`src/rtl/axis_fifo_pkg.sv`:
```
// Shared helpers for the AXI-Stream synchronous FIFO: pointer sizing and level comparison.
package axis_fifo_pkg;

  // The extra MSB lets a full FIFO be told apart from an empty one.
  function automatic int unsigned ptr_width(input int unsigned depth);
    return $clog2(depth) + 1;
  endfunction

  function automatic logic level_ge(input int unsigned level, input int unsigned thresh);
    return level >= thresh;
  endfunction

endpackage

```
`src/rtl/sync_fifo_mem.sv`:
```
// DEPTH x WIDTH register file: synchronous write port, asynchronous read port.
// Contents are deliberately not reset.
module sync_fifo_mem #(
  parameter int unsigned DEPTH = 16,
  parameter int unsigned WIDTH = 8,
  parameter int unsigned AW    = $clog2(DEPTH)
) (
  input  logic             i_clk,
  input  logic             i_we,
  input  logic [AW-1:0]    i_waddr,
  input  logic [WIDTH-1:0] i_wdata,
  input  logic [AW-1:0]    i_raddr,
  output logic [WIDTH-1:0] o_rdata
);

  logic [WIDTH-1:0] mem_q [DEPTH];

  always_ff @(posedge i_clk) begin
    if (i_we) begin
      mem_q[i_waddr] <= i_wdata;
    end
  end

  assign o_rdata = mem_q[i_raddr];

endmodule

```
`src/rtl/axis_sync_fifo.sv`:
```
// Single-clock FWFT FIFO with AXI-Stream handshakes, occupancy level and almost flags.
// Define AXIS_SYNC_FIFO_PACKET_EN to add tlast and hold output until a whole packet is stored.
module axis_sync_fifo
  import axis_fifo_pkg::*;
#(
  parameter int unsigned DEPTH     = 16,
  parameter int unsigned WIDTH     = 8,
  parameter int unsigned AF_THRESH = DEPTH - 2,
  parameter int unsigned AE_THRESH = 2
) (
  input  logic                     i_clk,
  input  logic                     i_rst,
  input  logic                     i_s_tvalid,
  input  logic [WIDTH-1:0]         i_s_tdata,
`ifdef AXIS_SYNC_FIFO_PACKET_EN
  input  logic                     i_s_tlast,
  output logic                     o_m_tlast,
`endif
  output logic                     o_s_tready,
  output logic                     o_m_tvalid,
  output logic [WIDTH-1:0]         o_m_tdata,
  input  logic                     i_m_tready,
  output logic [$clog2(DEPTH):0]   o_level,
  output logic                     o_full,
  output logic                     o_empty,
  output logic                     o_almost_full,
  output logic                     o_almost_empty
);

  localparam int unsigned PW = ptr_width(DEPTH);
  localparam int unsigned AW = PW - 1;
`ifdef AXIS_SYNC_FIFO_PACKET_EN
  localparam int unsigned MW = WIDTH + 1;
`else
  localparam int unsigned MW = WIDTH;
`endif

  logic [PW-1:0] wr_ptr_q, wr_ptr_d;
  logic [PW-1:0] rd_ptr_q, rd_ptr_d;
  logic [PW-1:0] level;
  logic          push, pop;
  logic [MW-1:0] wdata, rdata;

  assign level   = wr_ptr_q - rd_ptr_q;
  assign o_level = level;
  assign o_full  = (level == PW'(DEPTH));
  assign o_empty = (level == '0);

  assign o_almost_full  = level_ge(32'(level), AF_THRESH);
  assign o_almost_empty = !level_ge(32'(level), AE_THRESH + 1);

  // Ready depends only on stored state, never on the downstream ready.
  assign o_s_tready = !o_full;

  assign push = i_s_tvalid && o_s_tready;
  assign pop  = o_m_tvalid && i_m_tready;

  always_comb begin
    wr_ptr_d = wr_ptr_q;
    rd_ptr_d = rd_ptr_q;
    if (push) wr_ptr_d = wr_ptr_q + 1'b1;
    if (pop)  rd_ptr_d = rd_ptr_q + 1'b1;
  end

  always_ff @(posedge i_clk) begin
    if (i_rst) begin
      wr_ptr_q <= '0;
      rd_ptr_q <= '0;
    end else begin
      wr_ptr_q <= wr_ptr_d;
      rd_ptr_q <= rd_ptr_d;
    end
  end

`ifdef AXIS_SYNC_FIFO_PACKET_EN
  logic [PW-1:0] pkt_cnt_q, pkt_cnt_d;
  logic          pkt_in, pkt_out;

  assign wdata     = {i_s_tlast, i_s_tdata};
  assign o_m_tdata = rdata[WIDTH-1:0];
  assign o_m_tlast = rdata[WIDTH];

  assign pkt_in  = push && i_s_tlast;
  assign pkt_out = pop && o_m_tlast;

  always_comb begin
    pkt_cnt_d = pkt_cnt_q;
    unique case ({pkt_in, pkt_out})
      2'b10:   pkt_cnt_d = pkt_cnt_q + 1'b1;
      2'b01:   pkt_cnt_d = pkt_cnt_q - 1'b1;
      default: pkt_cnt_d = pkt_cnt_q;
    endcase
  end

  always_ff @(posedge i_clk) begin
    if (i_rst) begin
      pkt_cnt_q <= '0;
    end else begin
      pkt_cnt_q <= pkt_cnt_d;
    end
  end

  // Releasing on full lets a packet longer than DEPTH cut through instead of deadlocking.
  assign o_m_tvalid = !o_empty && ((pkt_cnt_q != '0) || o_full);
`else
  assign wdata      = i_s_tdata;
  assign o_m_tdata  = rdata;
  assign o_m_tvalid = !o_empty;
`endif

  sync_fifo_mem #(
    .DEPTH (DEPTH),
    .WIDTH (MW),
    .AW    (AW)
  ) u_mem (
    .i_clk   (i_clk),
    .i_we    (push && !i_rst),
    .i_waddr (wr_ptr_q[AW-1:0]),
    .i_wdata (wdata),
    .i_raddr (rd_ptr_q[AW-1:0]),
    .o_rdata (rdata)
  );

endmodule

```
`config.mk`:
```
export PLATFORM = sky130hd
export DESIGN_NAME = axis_sync_fifo
export DESIGN_NICKNAME = d
export VERILOG_FILES = /design/src/rtl/axis_fifo_pkg.sv /design/src/rtl/sync_fifo_mem.sv /design/src/rtl/axis_sync_fifo.sv
export SDC_FILE = /design/constraint.sdc
export NUM_CORES = 1
export LEC_CHECK = 0
export ABC_AREA = 1
export BUFFER_PORTS_ARGS = -buffer_cell sky130_fd_sc_hd__clkbuf_2
export CAP_MARGIN = 20
export CORE_ASPECT_RATIO = 1.1
export CORE_UTILIZATION = 50
export CTS_CLUSTER_SIZE = 20
export DETAILED_ROUTE_END_ITERATION = 8
export PLACE_DENSITY = 0.71
export SYNTH_ARGS = -nofsm -noshare
export SYNTH_HDL_FRONTEND = slang
export SYNTH_HIERARCHICAL = 1
export SYNTH_SLANG_ARGS = --single-unit
```
`constraint.sdc`:
```
create_clock -name i_clk -period 3 [get_ports i_clk]
set_input_delay 0.45 -clock i_clk [delete_from_list [all_inputs] [get_ports i_clk]]
set_output_delay 0.45 -clock i_clk [all_outputs]
set_load 0.01 [all_outputs]
```
==> impl_summary.txt <==
----------------------------------------------------
[CTS]
  Sink Count ... 138
  Clk_lat worst skew ... 410 ps
  CTS Hold Buffers Added ... 0
  H-tree levels ... 4
  Clock Tree Buf Depth ... 2
  Clock-pin slew on the worst setup and hold paths ... 60 ps
  TritonCTS clock tree ... done
  Number of buffers added by the clock tree synthesis step ... 17
  Number of post-CTS setup repair buffers ... 0
  CTS Root Cell ... clkbuf_16

[Die]
  Floorplan die height ... 121 um
  Cell row count ... 43
  Placeable core region ... approximately 13000 sq um
  Number of top-level pins ... 31
  Die width ... 110 um
  Effective utilization at floorplan ... 0.510
  Total Die Area ... approximately 13000 sq um

[Route]
  Number of detailed-routing iterations run before antenna repair ... 5
  Post-detailed-route DRC marker count ... 0
  Detailed router's first-iteration violation count ... roughly 400
  Average detailed-routed wire length per instance ... 16.4 um
  Number of vias in the routed layout ... 4685
  Post-DR vias/cell ... 5.25
  ANT nets after route ... 0
  Routed Wire Length ... 14.7 mm

[STA]
  RSZ-0062 raised after global routing ... false
  Fin Setup TNS ... 0 ps
  Transition at the pin with the smallest max-transition slack ... 543 ps
  Final Critical Period ... 2830 ps
  Setup Viol. Count Final ... 0
  Remaining max-slew budget at the tightest pin ... 0.637
  Tcrit/Tclk final ... 0.943
  Count of final max-slew check failures ... 0
  Number of hold violations in the final report ... 0
  Worst Skew ... 7.53 ps
  Maximum clock frequency ... 353 MHz

[Synthesis]
  Mean area per synthesized cell ... between 9 and 10 sq um
  Register area share after synthesis ... 0.630
  Biggest area contributors in the synthesized netlist ... edfxtp_1 60%, nand2_1 12%, nand3_1 8.9%, inv_1 7.2%, dfxtp_1 3.1%
  Synth cell types ... 26
  Yosys warning count ... 6
  Post-synth top area share ... 0.598
  Post-synth top area cell ... edfxtp_1
  Cells after Synth ... 671
  Total of flip-flops plus latches after synthesis ... 138
  Post-synth design cell area ... 6420 sq um
  Synth Net Count ... 690

[GRT]
  Number of global-route vias before repair ... 4550
  Met2 Use GR ... 0.409
  Initial antenna violation count ... 0
  M1 GR Usage ... 0.288
  Wire length of the first global-routing pass ... 22.6 mm
  Aggregate global routing overflow ... 0
  Largest net degree at the start of global routing ... 70
  Top Usage Layer GRT ... met2
  Global-route met3 utilization ... 0.0349
  Total Routing Usage GR ... 0.238

[Power]
  Static leakage power ... approximately 3.3 nW
  Max rail drop VDD ... 0.000467 V
  Proportion of power drawn by flip-flops and latches ... 0.418
  Net Switching ... 0.00140 W
  Sw frac ... 0.272
  P_int ... 0.00376 W
  Fraction of power consumed by combinational cells ... 0.187
  Share of total power in the clock network ... 0.395
  Power per Cell Area ... 696 nW/um^2

[Finish]
  Number of nets in the layout ... 742
  Most frequent standard cell in the layout excluding fill and tap cells ... nand2_1
  Share of post-route cells with drive strength above 1 ... 0.137
  Non-Filler Cell Area, Final ... 7420 sq um
  Diodes inserted ... 0
  Count of filler cells inserted in the layout ... roughly 1000
  Top library cells by usage in the layout, fill and taps aside ... 200 x nand2_1, 128 x edfxtp_1, 123 x inv_1, 114 x nand3_1, 32 x nor2_1
  Non-Filler Instances ... 893
  Layout-stage area growth over the synthesis result ... 15.4%

[Min path]
  Min-Delay Path Depth ... 2
  Class of the tightest hold or removal check ... input pin to flip-flop

[Flow run]
  Number of violations of the max-capacitance limit ... 0

[Critical path]
  CP endpoint kind ... primary output
  Startpoint type of the worst setup path ... flip-flop
  Worst Reg2Reg Path Length in Cells ... 12
  Worst setup path class ... flip-flop to primary output
  Worst EP required ... 2550 ps
  Crit path DAT ... 2380 ps
  Biggest fanout along the worst timing path ... a little under 70

[Placement]
  Cell count after placement ... 861
  Placer congestion estimate ... 0.974
  DP HPWL ... 9.70 mm
  Placed Instance Area ... 6820 sq um
  Number of input and output port buffers inserted ... 30

[Run status]
  Run status ... completed

----------------------------------------------------
## cell usage after synthesis
cell type and number:
buf_1 1, nand2_4 1, nor3_1 2, nand2_2 1, xor2_1 2, dfxtp_1 10, inv_1 123, buf_6 7
o21ai_0 2, nor2_1 32, clkinv_1 1, buf_2 13, a211oi_1 1, a21oi_1 8, nand3b_1 3, buf_4 4
nand3_1 114, a21oi_2 1, nand3_2 2, nor2_2 3, fa_1 1, nand4_2 1, nand2_1 200, ha_1 6
inv_2 4, edfxtp_1 128
## through the flow
stage                      util  setup slack [ps]  total power, W  hold slack (ps)
final                     0.589               171         0.00516              247
after global routing      0.589              8.72         0.00537              252
after CTS                 0.588               108         0.00517              238
after detailed placement  0.541               339         0.00314              538
after global placement    0.541               417         0.00312              526
after floorplan               -               218         0.00286              494
## layout make-up
| type | instances | area (sq um) | area share |
|---|---|---|---|
| inverter | 128 | 480 | 0.0648 |
| clock inverter | 13 | 151 | 0.0204 |
| multi-input combinational | 380 | 1730 | 0.233 |
| tap | 157 | 196 | 0.0265 |
| sequential | 138 | 4050 | 0.545 |
| clock buffer | 19 | 433 | 0.0584 |
| timing repair buffer | 58 | 379 | 0.0511 |
## worst paths after layout
path	to	start	slack, ps
max	o_m_tdata[1]	rd_ptr_q[0]	170
min	wr_ptr_q[3]	i_rst	250
max reg2reg	u_mem/mem_q[15][6]	wr_ptr_q[0]	310
min reg2reg	rd_ptr_q[4]	rd_ptr_q[4]	540
## cell families after synthesis
logic type                 count (synthesis)  synth area share
adders and majority gates                  7            0.0148
and+or+nand+nor                          359             0.240
DFF                                      138             0.630
buffers and inverters                    153             0.102
AOI/OAI and AO/OA                         12            0.0103
xor gates and xnor gates                   2           0.00273
## flip-flops by register name (all words and copies together), names as in the netlist
register / count
rd_ptr_q: 5
u_mem/mem_q: 128
wr_ptr_q: 5
## power groups by stage
stage	sequential, W	clock, W	combinational [W]
after floorplan	0.00220	0	0.000653
after global placement	0.00219	0	0.000924
after detailed placement	0.00220	0	0.000948
after CTS	0.00216	0.00206	0.000953
after global routing	0.00216	0.00214	0.00107
final	0.00216	0.00204	0.000968
## what timing repair did
item | in CTS | in global routing
gates resized for setup | 1 | 2
endpoints found under the setup margin | 8 | 4
hold endpoints to repair | 0 | 0
## metal layers
layer | vias up | part of all wire
met2 | 176 | 0.51
li1 | 2254 | -
met1 | 2225 | 0.41
met3 | 30 | 0.054
met5 | - | 0
met4 | 0 | 0.026
## worst max-delay path, cell delays in order (launching register included)
cell and delay, ps:
dfxtp_2 330, clkbuf_8 390, inv_2 340, buf_12 270, nand2_1 70, nand3_1 80
nand3_1 170, nand3_1 90, nand2_1 80, clkbuf_2 120
(Power assumes the default switching activity.)
